`src/rtl/mips_pkg.sv`:
```
// Shared definitions for the 5-stage MIPS core: instruction field positions,
// the NOP encoding, the register-zero index and the IF/ID per-cycle mode.
package mips_pkg;

  // All-zero word (sll $0,$0,0) used as the pipeline NOP
  localparam logic [31:0] NOP = 32'h0000_0000;

  // Source register field positions in an instruction word
  localparam int RS_HI = 25;
  localparam int RS_LO = 21;
  localparam int RT_HI = 20;
  localparam int RT_LO = 16;

  // $zero can never carry a real dependency
  localparam logic [4:0] REG_ZERO = 5'd0;

  // What the IF/ID boundary does in a given cycle (decoded, never stored)
  typedef enum logic [1:0] {
    MODE_HOLD  = 2'd0,
    MODE_FLUSH = 2'd1,
    MODE_STALL = 2'd2,
    MODE_LOAD  = 2'd3
  } if_id_mode_e;

endpackage

```
`src/rtl/hazard_detect.sv`:
```
// Load-use hazard detector. Purely combinational: looks at the instruction
// sitting in IF/ID and the load (if any) sitting in ID/EX. rt is compared for
// every opcode, so an I-type whose rt is really a destination can stall
// needlessly; that cost is accepted to keep the compare trivial.
module hazard_detect
  import mips_pkg::*;
(
  input  logic [31:0] instr,
  input  logic        valid,
  input  logic        idex_mem_read,
  input  logic [4:0]  idex_rt,
  output logic        hazard
);

  logic [4:0] rs_s;
  logic [4:0] rt_s;
  logic       match_s;
  logic       unused_bits_s;

  assign rs_s    = instr[RS_HI:RS_LO];
  assign rt_s    = instr[RT_HI:RT_LO];
  assign match_s = (idex_rt == rs_s) || (idex_rt == rt_s);

  // Opcode, rd, shamt and funct play no part in the dependency check
  assign unused_bits_s = ^{instr[31:26], instr[15:0]};

  assign hazard = valid && idex_mem_read && (idex_rt != REG_ZERO) && match_s;

endmodule

```
`src/rtl/if_id_stage.sv`:
```
// IF/ID pipeline boundary: holds the fetched instruction and its PC+4,
// resolves freeze / squash / load-use stall / normal advance each cycle, and
// keeps saturating debug counters of stall cycles and flushes.
module if_id_stage
  import mips_pkg::*;
#(
  parameter int PC_WIDTH  = 6,
  parameter int CNT_WIDTH = 16
) (
  input  logic                 clk,
  input  logic                 rst,
  input  logic [PC_WIDTH-1:0]  PCnext_in,
  input  logic [31:0]          Instruction_in,
  input  logic                 ext_stall,
  input  logic                 branch_taken,
  input  logic                 idex_mem_read,
  input  logic [4:0]           idex_rt,
  output logic [PC_WIDTH-1:0]  PCnext_out,
  output logic [31:0]          Instruction_out,
  output logic                 valid_out,
  output logic                 pc_write,
  output logic                 bubble,
  output logic [CNT_WIDTH-1:0] stall_cnt,
  output logic [CNT_WIDTH-1:0] flush_cnt
);

  localparam logic [CNT_WIDTH-1:0] CNT_MAX = {CNT_WIDTH{1'b1}};
  localparam logic [CNT_WIDTH-1:0] CNT_ONE = {{(CNT_WIDTH-1){1'b0}}, 1'b1};

  // Increment that sticks at all-ones instead of wrapping
  function automatic logic [CNT_WIDTH-1:0] sat_inc(input logic [CNT_WIDTH-1:0] v);
    if (v == CNT_MAX) begin
      sat_inc = v;
    end else begin
      sat_inc = v + CNT_ONE;
    end
  endfunction

  logic [PC_WIDTH-1:0]  pc_r;
  logic [31:0]          instr_r;
  logic                 valid_r;
  logic [CNT_WIDTH-1:0] stall_cnt_r;
  logic [CNT_WIDTH-1:0] flush_cnt_r;
  logic                 hazard_s;
  if_id_mode_e          mode_s;

  // The hazard is judged on what is already registered, never on Instruction_in
  hazard_detect u_hazard_detect (
    .instr         (instr_r),
    .valid         (valid_r),
    .idex_mem_read (idex_mem_read),
    .idex_rt       (idex_rt),
    .hazard        (hazard_s)
  );

  // Priority decode: freeze beats squash beats load-use stall beats advance
  always_comb begin
    mode_s = MODE_LOAD;
    if (ext_stall) begin
      mode_s = MODE_HOLD;
    end else if (branch_taken) begin
      mode_s = MODE_FLUSH;
    end else if (hazard_s) begin
      mode_s = MODE_STALL;
    end else begin
      mode_s = MODE_LOAD;
    end
  end

  // PC enable and ID/EX bubble request follow directly from the mode
  always_comb begin
    pc_write = 1'b0;
    bubble   = 1'b0;
    case (mode_s)
      MODE_HOLD: begin
        pc_write = 1'b0;
        bubble   = 1'b0;
      end
      MODE_FLUSH: begin
        pc_write = 1'b1;
        bubble   = 1'b0;
      end
      MODE_STALL: begin
        pc_write = 1'b0;
        bubble   = 1'b1;
      end
      MODE_LOAD: begin
        pc_write = 1'b1;
        bubble   = 1'b0;
      end
      default: begin
        pc_write = 1'b0;
        bubble   = 1'b0;
      end
    endcase
  end

  // Pipeline register: replaced by NOP on a squash, refilled on advance, else held
  always_ff @(posedge clk or posedge rst) begin
    if (rst) begin
      pc_r    <= '0;
      instr_r <= NOP;
      valid_r <= 1'b0;
    end else begin
      case (mode_s)
        MODE_FLUSH: begin
          pc_r    <= '0;
          instr_r <= NOP;
          valid_r <= 1'b0;
        end
        MODE_LOAD: begin
          pc_r    <= PCnext_in;
          instr_r <= Instruction_in;
          valid_r <= 1'b1;
        end
        default: begin
          pc_r    <= pc_r;
          instr_r <= instr_r;
          valid_r <= valid_r;
        end
      endcase
    end
  end

  // Debug event counters; a squashed hazard is not a stall and is not counted
  always_ff @(posedge clk or posedge rst) begin
    if (rst) begin
      stall_cnt_r <= '0;
      flush_cnt_r <= '0;
    end else begin
      case (mode_s)
        MODE_STALL: stall_cnt_r <= sat_inc(stall_cnt_r);
        MODE_FLUSH: flush_cnt_r <= sat_inc(flush_cnt_r);
        default: begin
          stall_cnt_r <= stall_cnt_r;
          flush_cnt_r <= flush_cnt_r;
        end
      endcase
    end
  end

  assign PCnext_out      = pc_r;
  assign Instruction_out = instr_r;
  assign valid_out       = valid_r;
  assign stall_cnt       = stall_cnt_r;
  assign flush_cnt       = flush_cnt_r;

endmodule

```
`config.mk`:
```
export PLATFORM = sky130hd
export DESIGN_NAME = if_id_stage
export DESIGN_NICKNAME = d
export VERILOG_FILES = /design/src/rtl/mips_pkg.sv /design/src/rtl/hazard_detect.sv /design/src/rtl/if_id_stage.sv
export SDC_FILE = /design/constraint.sdc
export NUM_CORES = 1
export LEC_CHECK = 0
export CAP_MARGIN = 20
export CORE_MARGIN = 5
export CORE_UTILIZATION = 45
export CTS_CLUSTER_SIZE = 20
export DETAILED_ROUTE_END_ITERATION = 12
export PLACE_DENSITY_LB_ADDON = 0.3
export SETUP_SLACK_MARGIN = 0.15
export SLEW_MARGIN = 20
export SYNTH_ARGS = -nofsm -noshare
export SYNTH_HDL_FRONTEND = slang
export SYNTH_HIERARCHICAL = 1
export SYNTH_SLANG_ARGS = --single-unit
```
`constraint.sdc`:
```
create_clock -name clk -period 5.8 [get_ports clk]
set_clock_uncertainty 0.1 [all_clocks]
set_input_delay 0.58 -clock clk [delete_from_list [all_inputs] [get_ports clk]]
set_output_delay 0.58 -clock clk [all_outputs]
set_load 0.02 [all_outputs]
```
Word level (Yosys, flattened, before mapping)
Index checks and enable logic that the tools add are counted.
{"block": "word_totals", "input_bits": 48, "reg_bits": 71, "word_cells": 36}
{"block": "op_classes", "n_bitwise": 2, "n_eq_ne": 7, "muxes": 8, "add_sub_neg": 2, "n_reduce_logical": 12}
{"cell": "one-hot mux 32 bit (2 select lines)", "n": 1}
{"cell": "adder 16 x 1 -> 16 bit, second input constant", "n": 2}
{"cell": "equality test 16 bit, second input constant", "n": 2}
{"cell": "one-hot mux 6 bit (2 select lines)", "n": 1}
{"cell": "equality test 5 bit", "n": 2}
{"cell": "one-hot mux 1 bit (2 select lines)", "n": 3}
{"cell": "nonzero test 5 bit", "n": 1}
{"cell": "equality test 2 bit, second input constant", "n": 2}
{"cell": "2-to-1 mux 2 bit", "n": 2}
{"cell": "AND reduction 2 bit", "n": 2}
{"cell": "OR reduction 2 bit", "n": 2}
{"cell": "logical AND 1 bit", "n": 3}
{"cell": "OR reduction 3 bit", "n": 1}
{"cell": "equality test 2 x 1 -> 1 bit, second input constant", "n": 1}
{"cell": "logical NOT 2 bit", "n": 1}
{"cell": "NOT 1 bit", "n": 2}
{"cell": "nonzero test 2 bit", "n": 1}
{"cell": "logical OR 1 bit", "n": 1}
{"cell": "2-to-1 mux 1 bit", "n": 1}

Longest topological paths before layout
Gate-level depths: netlist (run 1).
{"block": "logic_depth", "ltp_word": 9, "mapped_depth": 10, "mapped_depth_nobuf": 9}

Modules after synthesis
Netlist (run 1), hierarchy kept.
{"mod": "if_id_stage", "cells_each": 236, "instances": 1, "area_per_inst_um2": 2982.9}
{"mod": "hazard_detect", "cells_each": 17, "instances": 1, "area_per_inst_um2": 132.6}

Worst setup path after synthesis (run 1)
Ideal clock, no wire load.
{"block": "synth_timing", "path_kind": "input port to output port", "start": "in idex_rt[2]", "end": "out pc_write", "t_required_ps": 5120, "t_arrival_ps": 2110, "path_buffers": 2, "path_slack_ps": 3010, "cell_stages": 8, "cell_sequence": "xor2_1 -> nor3_1 -> nand3_1 -> a21oi_1 -> a21o_1 -> clkbuf_1 -> clkbuf_1 -> inv_1"}
{"block": "synth_via", "elab_chain_cells": 9, "word_cells_on_any_way": 16}
{"item": "from (decl)", "line_no": "if_id_stage.sv:17", "rtl": "input logic [4:0] idex_rt,"}
{"item": "equality test 5 bit / nonzero test 5 bit (equally long branches)", "line_no": "hazard_detect.sv:22, hazard_detect.sv:27"}
{"item": "logical OR 1 bit / logical AND 1 bit (equally long branches)", "line_no": "hazard_detect.sv:22, hazard_detect.sv:27"}
{"item": "logical AND 1 bit *", "line_no": "hazard_detect.sv:27", "rtl": "assign hazard = valid && idex_mem_read && (idex_rt != REG_ZERO) && match_s;"}
{"item": "named net hazard_s", "line_no": "if_id_stage.sv:44", "rtl": "logic hazard_s;"}
{"item": "2-to-1 mux 1 bit *", "line_no": "if_id_stage.sv:63", "rtl": "end else if (hazard_s) begin"}
{"item": "2-to-1 mux 2 bit *", "line_no": "if_id_stage.sv:61", "rtl": "end else if (branch_taken) begin"}
{"item": "2-to-1 mux 2 bit *", "line_no": "if_id_stage.sv:59", "rtl": "if (ext_stall) begin"}
{"item": "equality test 2 x 1 -> 1 bit (tied with other cells)", "line_no": "if_id_stage.sv:74", "rtl": "case (mode_s)"}
{"item": "OR reduction 2 bit (no line)"}
{"item": "one-hot mux 1 bit (2 select lines) *", "line_no": "if_id_stage.sv:74"}
{"item": "to (decl)", "line_no": "if_id_stage.sv:21", "rtl": "output logic pc_write,"}
Mark *: on every way through the listed nets, which the timed path passes. The rest lies on a longest branch.

Worst setup path in the final report (run 1)
{"block": "layout_timing", "start": "in idex_rt[2]", "end": "out bubble"}
{"block": "layout_via", "elab_chain_cells": 9, "word_cells_on_any_way": 15}
{"item": "equality test 5 bit / nonzero test 5 bit (equally long branches)", "line_no": "hazard_detect.sv:22, hazard_detect.sv:27"}
{"item": "logical OR 1 bit / logical AND 1 bit (equally long branches)", "line_no": "hazard_detect.sv:22, hazard_detect.sv:27"}
{"item": "logical AND 1 bit *", "line_no": "hazard_detect.sv:27"}
{"item": "named net hazard_s", "line_no": "if_id_stage.sv:44"}
{"item": "2-to-1 mux 1 bit *", "line_no": "if_id_stage.sv:63"}
{"item": "2-to-1 mux 2 bit *", "line_no": "if_id_stage.sv:61"}
{"item": "2-to-1 mux 2 bit *", "line_no": "if_id_stage.sv:59"}
{"item": "equality test 2 x 1 -> 1 bit (tied with other cells)", "line_no": "if_id_stage.sv:74"}
{"item": "OR reduction 3 bit (no line)"}
{"item": "one-hot mux 1 bit (2 select lines) *", "line_no": "if_id_stage.sv:74"}
{"item": "to (decl)", "line_no": "if_id_stage.sv:22", "rtl": "output logic bubble,"}
Marks and branches as above.

==> impl_results.md, run 1 <==
* Post-CTS Hold Fix Bufs at 0
* Worst-skew pair later-pin latency at 340 ps
* Area fraction of the dominant cell type after synthesis at 0.5703
* Metal2 WL at 3.787 mm
* # rows at 30
* Pre-antenna DRT Iters at 4
* Run status: complete, no violations
* Launch point of the worst path: idex_rt[2]
* Syn Area/Cell at 12.31 µm²
* YS warnings at 6
* Post-CTS setup buffers at 0
* I/O Pins at 121
* Critical path class: in2out
* Final slew viol count at 0
* Yosys cell types at 39
* HPWL Detailed at 5.549 mm
* Post-synthesis register bit count at 71
* CTS tree: built
* Maximum capacitance violations at 0
* WL per Instance at 16.61 µm
* Fmax at 260.2 MHz
* Hold Crit Start: stall_cnt[15]$_DFFE_PP0P_
* Worst setup margin at 1957 ps
* Die Span Y at 93.21 µm
* FF-to-FF End: stall_cnt[1]$_DFFE_PP0P_
* Antenna viol nets, final at 0
* Met1 WL at 3.311 mm
* Seq/Total Area, Yosys at 0.5703
* R2R depth at 7
* RSZ-0062 raised after global routing: no
* Crit path max-delay family: buffers and inverters
* Share of cells above drive strength 1 at 0.09162
* Reg-to-reg startpoint: Instruction_out[18]$_DFFE_PP0P_
* CP Launch Type: primary input
* Req. time, crit path at 5120 ps
* Filler cells at 511
* Final Critical Period at 3843 ps
* Global-route wire length before repair at 12.57 mm
* Multiplexer area fraction after synthesis at 0.01205
* Period utilisation layout at 0.6626
* Critical path depth in cells at 8
* Least-Margin Pin Slew at 897.3 ps
* Setup TNS at 0 ps
* Antenna Cells at 0
* Area leader, netlist: dfrtp_1
* Rel. slew slack at 0.4018
* CTS Buf Count at 9
* LEAKAGE at 2.071 nW
* CP bufs+invs at 3
* Final net count at 427
* GRT Total Usage at 0.1844
* XOR/XNOR Fraction of Synth Area at 0.1068
* H-tree Lvls at 3
* Global placement routability congestion at 0.7690
* Synth Net Count at 303
* Synthesis-to-finish area growth at 49.28%
* Vias in the first global route at 2505
* Die Wd at 93.21 µm
* Mapped Area at 3115 µm²
* Adder-cell share of the synthesized area at 0.008032
* 1st-iter DRT viols at 67
* Peak VDD IR at 0.0002684 V
* Mapped Cells at 253
* GRT overflow at 0
* Via-to-Cell Ratio at 5.372
* Via count at 2482
* Worst R2R Setup Slack at 3240 ps
* Largest family of logic cells by synthesized area: simple AND/OR/NAND/NOR gates
* Final wirelength at 7.675 mm
* Clock slew at reported path FFs at 80 ps
* Post-synthesis compound-gate area fraction at 0.1237
* Core Box Area at 6756 µm²
* Post-Place Setup Slack at 1951 ps
* Pwr per Cell Area at 299.5 nW/µm²
* Largest net degree at the start of global routing at 72
* Critical Path AT at 3160 ps
* Port bufs at 120
* Root buffer cell: clkbuf_8
* Critical path capture point type: output port
* DRC Markers at 0
* Met3 wire length at 428 µm
* Min-Delay Path Class: reg2reg
* Most frequent CP cell: clkdlybuf4s50_1
* Cts repair resizes at 0
* Initial antenna violation count at 0
* Setup crit end: bubble
* Longest Clk Path Bufs at 2
* Total die area at 8687 µm²
* Synth area leaders: dfrtp_1, a22o_1, xor2_1
* Finished Core Util at 0.6883
* DR top layer: met4
* Clock Sinks at 71
* Cell Chain, Critical Path: clkdlybuf4s50_1 -> xor2_1 -> nor3_1 -> nand3_1 -> a21oi_1 -> or3b_1 -> inv_1 -> clkdlybuf4s50_1
* CP max FO at 8
* CP max stage cell: clkdlybuf4s50_1
* Crit-path max cell delay at 630 ps
* Initial Util at 0.4611
* Final Hold Viols at 0
* Post-Synth Simple-Gate Area at 0.1594
* Final setup viols at 0
[worst register-to-register path, cell delays in order (launching register included)]
cell and delay [ps]:
dfrtp_1 420, xor2_1 160, nor3_1 200, nand3_1 90
a21oi_1 310, or3b_1 530, nor2_1 290, mux2_1 350
[layout by cell type (no fill, tap or decap), types with 3 or more instances in the layout]
| cell | n |
|---|---|
| a22o_1 | 38 |
| nor2_1 | 8 |
| or3_1 | 3 |
| nand3_1 | 15 |
| nor3_1 | 14 |
| nand2_1 | 8 |
| bufinv_16 | 3 |
| nor4_1 | 3 |
| dfrtp_1 | 71 |
| inv_1 | 5 |
| clkdlybuf4s50_1 | 120 |
| buf_4 | 3 |
| clkbuf_8 | 9 |
| clkinvlp_4 | 3 |
| xnor2_1 | 12 |
| xor2_1 | 26 |
| nand4_1 | 7 |
[how the worst min path moves through the flow]
stage | endpoint | slack (ps) | depth (start not counted)
CTS | stall_cnt[15]$_DFFE_PP0P_ | 400 | 1
detailed placement | stall_cnt[15]$_DFFE_PP0P_ | 390 | 1
global placement | flush_cnt[11]$_DFFE_PP0P_ | 380 | 1
finish | stall_cnt[15]$_DFFE_PP0P_ | 400 | 1
global route | Instruction_out[12]$_DFFE_PP0P_ | 430 | 1
floorplan | flush_cnt[15]$_DFFE_PP0P_ | 500 | 1
[synthesized netlist by cell type (all sizes together)]
| cell | count |
|---|---|
| dfrtp | 71 |
| a22o | 38 |
| xor2 | 26 |
| nand3 | 15 |
| nor3 | 15 |
| xnor2 | 12 |
| clkbuf | 9 |
| nand4 | 9 |
| nor2 | 9 |
| nand2 | 8 |
| inv | 6 |
| nor4 | 6 |
| mux2 | 3 |
| or3 | 3 |
| a21oi | 2 |
| and3 | 2 |
| and4 | 2 |
| ha | 2 |
| nor3b | 2 |
| or2 | 2 |
| a21o | 1 |
| a31oi | 1 |
| and2 | 1 |
| buf | 1 |
| nand2b | 1 |
| nor4b | 1 |
| o2111ai | 1 |
| o211ai | 1 |
| o21a | 1 |
| or3b | 1 |
| or4 | 1 |
[kinds of logic (layout without fill, tap and decap cells)]
family | after synthesis | count (layout)
XOR/XNOR | 38 | 38
adder cells (fa/ha/maj) | 2 | 2
AO/OA/AOI/OAI | 45 | 45
AND/OR/NAND/NOR | 78 | 78
buffers and inverters | 16 | 145
flip-flops | 71 | 71
multiplexers | 3 | 3
[registers in the layout, summed over array words and instances (netlist names)]
name and flops:
valid_out 1, stall_cnt 16, PCnext_out 6, Instruction_out 32
flush_cnt 16
[layer usage]
layer	track usage	vias to the layer above
li1	-	1171
met1	0.2337	1221
met2	0.3053	79
met3	0.04103	11
met4	0.07570	0
met5	0	-
[per-stage QoR]
stage	hold WS [ps]	cell area, µm²	cells	total power [mW]
floorplan	495.3	3115	253	0.7556
finish	397.6	4651	462	1.393
global route	426.3	4651	462	1.461
global placement	381.5	4405	446	0.9194
CTS	404.2	4651	462	1.408
detailed placement	390.3	4405	446	0.9268
[where the power goes]
group | leakage (nW) | internal (mW) | switching [mW]
Sequential | 0.928 | 0.546 | 0.0614
Clock | 0.112 | 0.286 | 0.193
Combinational | 1.03 | 0.165 | 0.143
Total | 2.07 | 0.997 | 0.397
[layout make-up]
cell class / count / area [µm²] / area share
multi-input combinational: 166 / 1282 / 0.2758
inverter: 6 / 22.52 / 0.004843
sequential: 71 / 1777 / 0.3820
timing repair buffer: 123 / 1224 / 0.2631
clock inverter: 7 / 121.4 / 0.02610
clock buffer: 9 / 123.9 / 0.02663
tap: 80 / 100.1 / 0.02152
No activity file was read; power rests on OpenSTA's default activity.
==> run 2, diff against run 1 <==
Settings changed: CORE_UTILIZATION 45 to 39.
Clock period 5.8 ns to 3.5 ns, I/O delays scaled along.
==> run 2 against run 1 <==
  * Combinational power up 66%
  * Final area shrank 0.16%
  * Core utilization down 9.1 points
  * Sequential share of layout area up 0.062 points
  * Sequential cell count unchanged
  * Largest cell class unchanged
  * Total power rose by 56%
  * Via count fell by 0.24%
==> impl_results.md, run 2 (synthesis results as in run 1) <==
* Antenna viol nets, final at 0 (unchanged)
* Most frequent cells in the layout: clkdlybuf4s50_1, dfrtp_1, a22o_1 (unchanged)
* Final Hold Viols at 0 (unchanged)
* GRT busiest layer: met2 (unchanged)
* Port bufs at 120 (unchanged)
* Met2 Track Usage GR at 0.2732 (was 0.3053)
* CP max FO at 4 (was 8)
* Antenna Cells at 0 (unchanged)
* Peak VDD IR at 0.0003562 V (was 0.0002684 V)
* RSZ-0062 raised after global routing: no (unchanged)
* Global placement routability congestion at 0.7727 (was 0.7690)
* Via-to-Cell Ratio at 5.105 (was 5.372)
* Critical path class: in2out (unchanged)
* Met3 Usage GRT at 0.02875 (was 0.04103)
* Initial Util at 0.4011 (was 0.4611)
* LEAKAGE at 2.055 nW (was 2.071 nW)
* Setup TNS at 0 ps (unchanged)
* Clock slew at reported path FFs at 70 ps (was 80 ps)
* Pwr per Cell Area at 467.9 nW/µm² (was 299.5 nW/µm²)
* Area of placed instances at 4441 µm² (was 4405 µm²)
* Worst setup margin at 323.1 ps (was 1957 ps)
* Run status: complete, no violations (unchanged)
* Root buffer cell: clkbuf_8 (unchanged)
* Most frequent CP cell: clkdlybuf4s50_1 (unchanged)
* Critical path capture point type: output port (unchanged)
* Synthesis-to-finish area growth at 49.04% (was 49.28%)
* Fmax at 314.8 MHz
* Filler cells at 642 (was 511)
* Maximum capacitance violations at 0 (unchanged)
* Core Box Area at 7767 µm² (was 6756 µm²)
* CP Launch Type: primary input (unchanged)
* Req. time, crit path at 3050 ps (was 5120 ps)
* Min-Delay Path Class: reg2reg (unchanged)
* Die Span Y at 99.38 µm (was 93.21 µm)
* HPWL Detailed at 5.640 mm (was 5.549 mm)
* Pre-antenna DRT Iters at 4 (unchanged)
* Die Wd at 99.38 µm (was 93.21 µm)
* Final slew viol count at 0 (unchanged)
* I/O Pins at 121 (unchanged)
* Critical Path AT at 2730 ps (was 3160 ps)
* Fin area at 4643 µm² (was 4651 µm²)
* Initial antenna violation count at 0 (unchanged)
* Least-Margin Pin Slew at 914.6 ps (was 897.3 ps)
* Final Critical Period at 3177 ps
* DRC Markers at 0 (unchanged)
* WL per Instance at 16.38 µm (was 16.61 µm)
* Largest net degree at the start of global routing at 72 (unchanged)
* # rows at 32 (was 30)
* Worst-skew pair later-pin latency at 340 ps (about the same)
* GRT Total Usage at 0.1650 (was 0.1844)
* Vias in the first global route at 2577 (was 2505)
* Max reg flops at 32 (unchanged)
* Hold_ws at 395.7 ps (was 397.6 ps)
* Global-route wire length before repair at 13.03 mm (was 12.57 mm)
* Tot Pwr at 2.173 mW (was 1.393 mW)
* Post-Place Setup Slack at 270.2 ps (was 1951 ps)
* CP max stage cell: clkdlybuf4s50_1 (unchanged)
* Final wirelength at 7.945 mm (was 7.675 mm)
* Longest Clk Path Bufs at 2 (unchanged)
* Total die area at 9876 µm² (was 8687 µm²)
* Post-CTS setup buffers at 0 (unchanged)
* Clock Sinks at 71 (unchanged)
* 1st-iter DRT viols at 57 (was 67)
* Grt met1 use at 0.2091 (was 0.2337)
* Rel. slew slack at 0.3903 (was 0.4018)
* Cell Chain, Critical Path: clkdlybuf4s50_1 -> xor2_1 -> nor3_1 -> nand3_1 -> a21oi_2 -> or3b_1 -> inv_1 -> clkdlybuf4s50_1 (was clkdlybuf4s50_1 -> xor2_1 -> nor3_1 -> nand3_1 -> a21oi_1 -> or3b_1 -> inv_1 -> clkdlybuf4s50_1)
* H-tree Lvls at 3 (unchanged)
* Post-CTS Hold Fix Bufs at 0 (unchanged)
* Via count at 2476 (was 2482)
* CTS Buf Count at 9 (unchanged)
* Most common cell after layout, fill and taps aside: clkdlybuf4s50_1 (unchanged)
* Share of cells above drive strength 1 at 0.09399 (was 0.09162)
* Period utilisation layout at 0.9077
* CTS tree: built (unchanged)
* Final setup viols at 0 (unchanged)
* Crit-path max cell delay at 630 ps (about the same)
* GRT overflow at 0 (unchanged)
* Final net count at 428 (was 427)
## run 2: cell count changes in the layout (fill, tap and decap cells not counted), sizes merged
cell	before	now
buf	3	4
clkbuf	9	11
bufinv	3	1
## run 2: final cells by class
cell class              count  area (µm²)  area share
inverters                   6       22.52    0.004850
clock buffers              11       141.4     0.03045
clock inverters             5       57.56     0.01240
multi-input cells         166        1286      0.2770
flip-flops and latches     71        1777      0.3826
well taps                 102       127.6     0.02749
repair buffers            124        1231      0.2652
## run 2: metal layers
metal	vias to the layer above	part of all wire
li1	1182	-
met2	73	0.50
met1	1208	0.43
met3	13	0.047
met4	0	0.025
met5	-	0
## run 2: metrics by stage
stage	utilization	instances
final	0.5978	485
after global routing	0.5978	485
after CTS	0.5973	485
after detailed placement	0.5717	469
after global placement	0.5717	469
after floorplan	-	253
## run 2: path summary, 6_finish.rpt
path	slack, ps	cells past startpoint	endpoint	from
setup / recovery	320	8	bubble	idex_rt[2]
hold / removal	400	1	flush_cnt[15]$_DFFE_PP0P_	flush_cnt[15]$_DFFE_PP0P_
setup reg to reg	990	9	stall_cnt[15]$_DFFE_PP0P_	Instruction_out[16]$_DFFE_PP0P_
hold reg to reg	400	1	flush_cnt[15]$_DFFE_PP0P_	flush_cnt[15]$_DFFE_PP0P_
max in group asynchronous	2200	3	Instruction_out[28]$_DFFE_PP0P_	rst
min in group asynchronous	510	3	flush_cnt[9]$_DFFE_PP0P_	rst
## run 2: critical path, delay by kind of cell
| kind | cells | cell delay, ps |
|---|---|---|
| buf+inv | 3 | 1240 |
| simple gates | 3 | 740 |
| compound gates | 1 | 220 |
| xor+xnor | 1 | 190 |
## run 2: repair_timing
| item | in CTS | in global routing |
|---|---|---|
| setup endpoints to repair | 0 | 1 |
| gates resized for setup | 0 | 1 |
| hold endpoints to repair | 0 | 0 |
## run 2: power breakdown
part | internal [mW] | switching, mW | leakage [nW]
clock | 0.348 | 0.309 | 0.0916
combinational | 0.273 | 0.237 | 1.04
sequential | 0.904 | 0.102 | 0.928
==> run 3, diff against run 2 <==
Settings changed: CTS_CLUSTER_DIAMETER from default to 50.
==> results of run 3 <==
No change in the layout: final DEF, timing and power equal those of run 2.
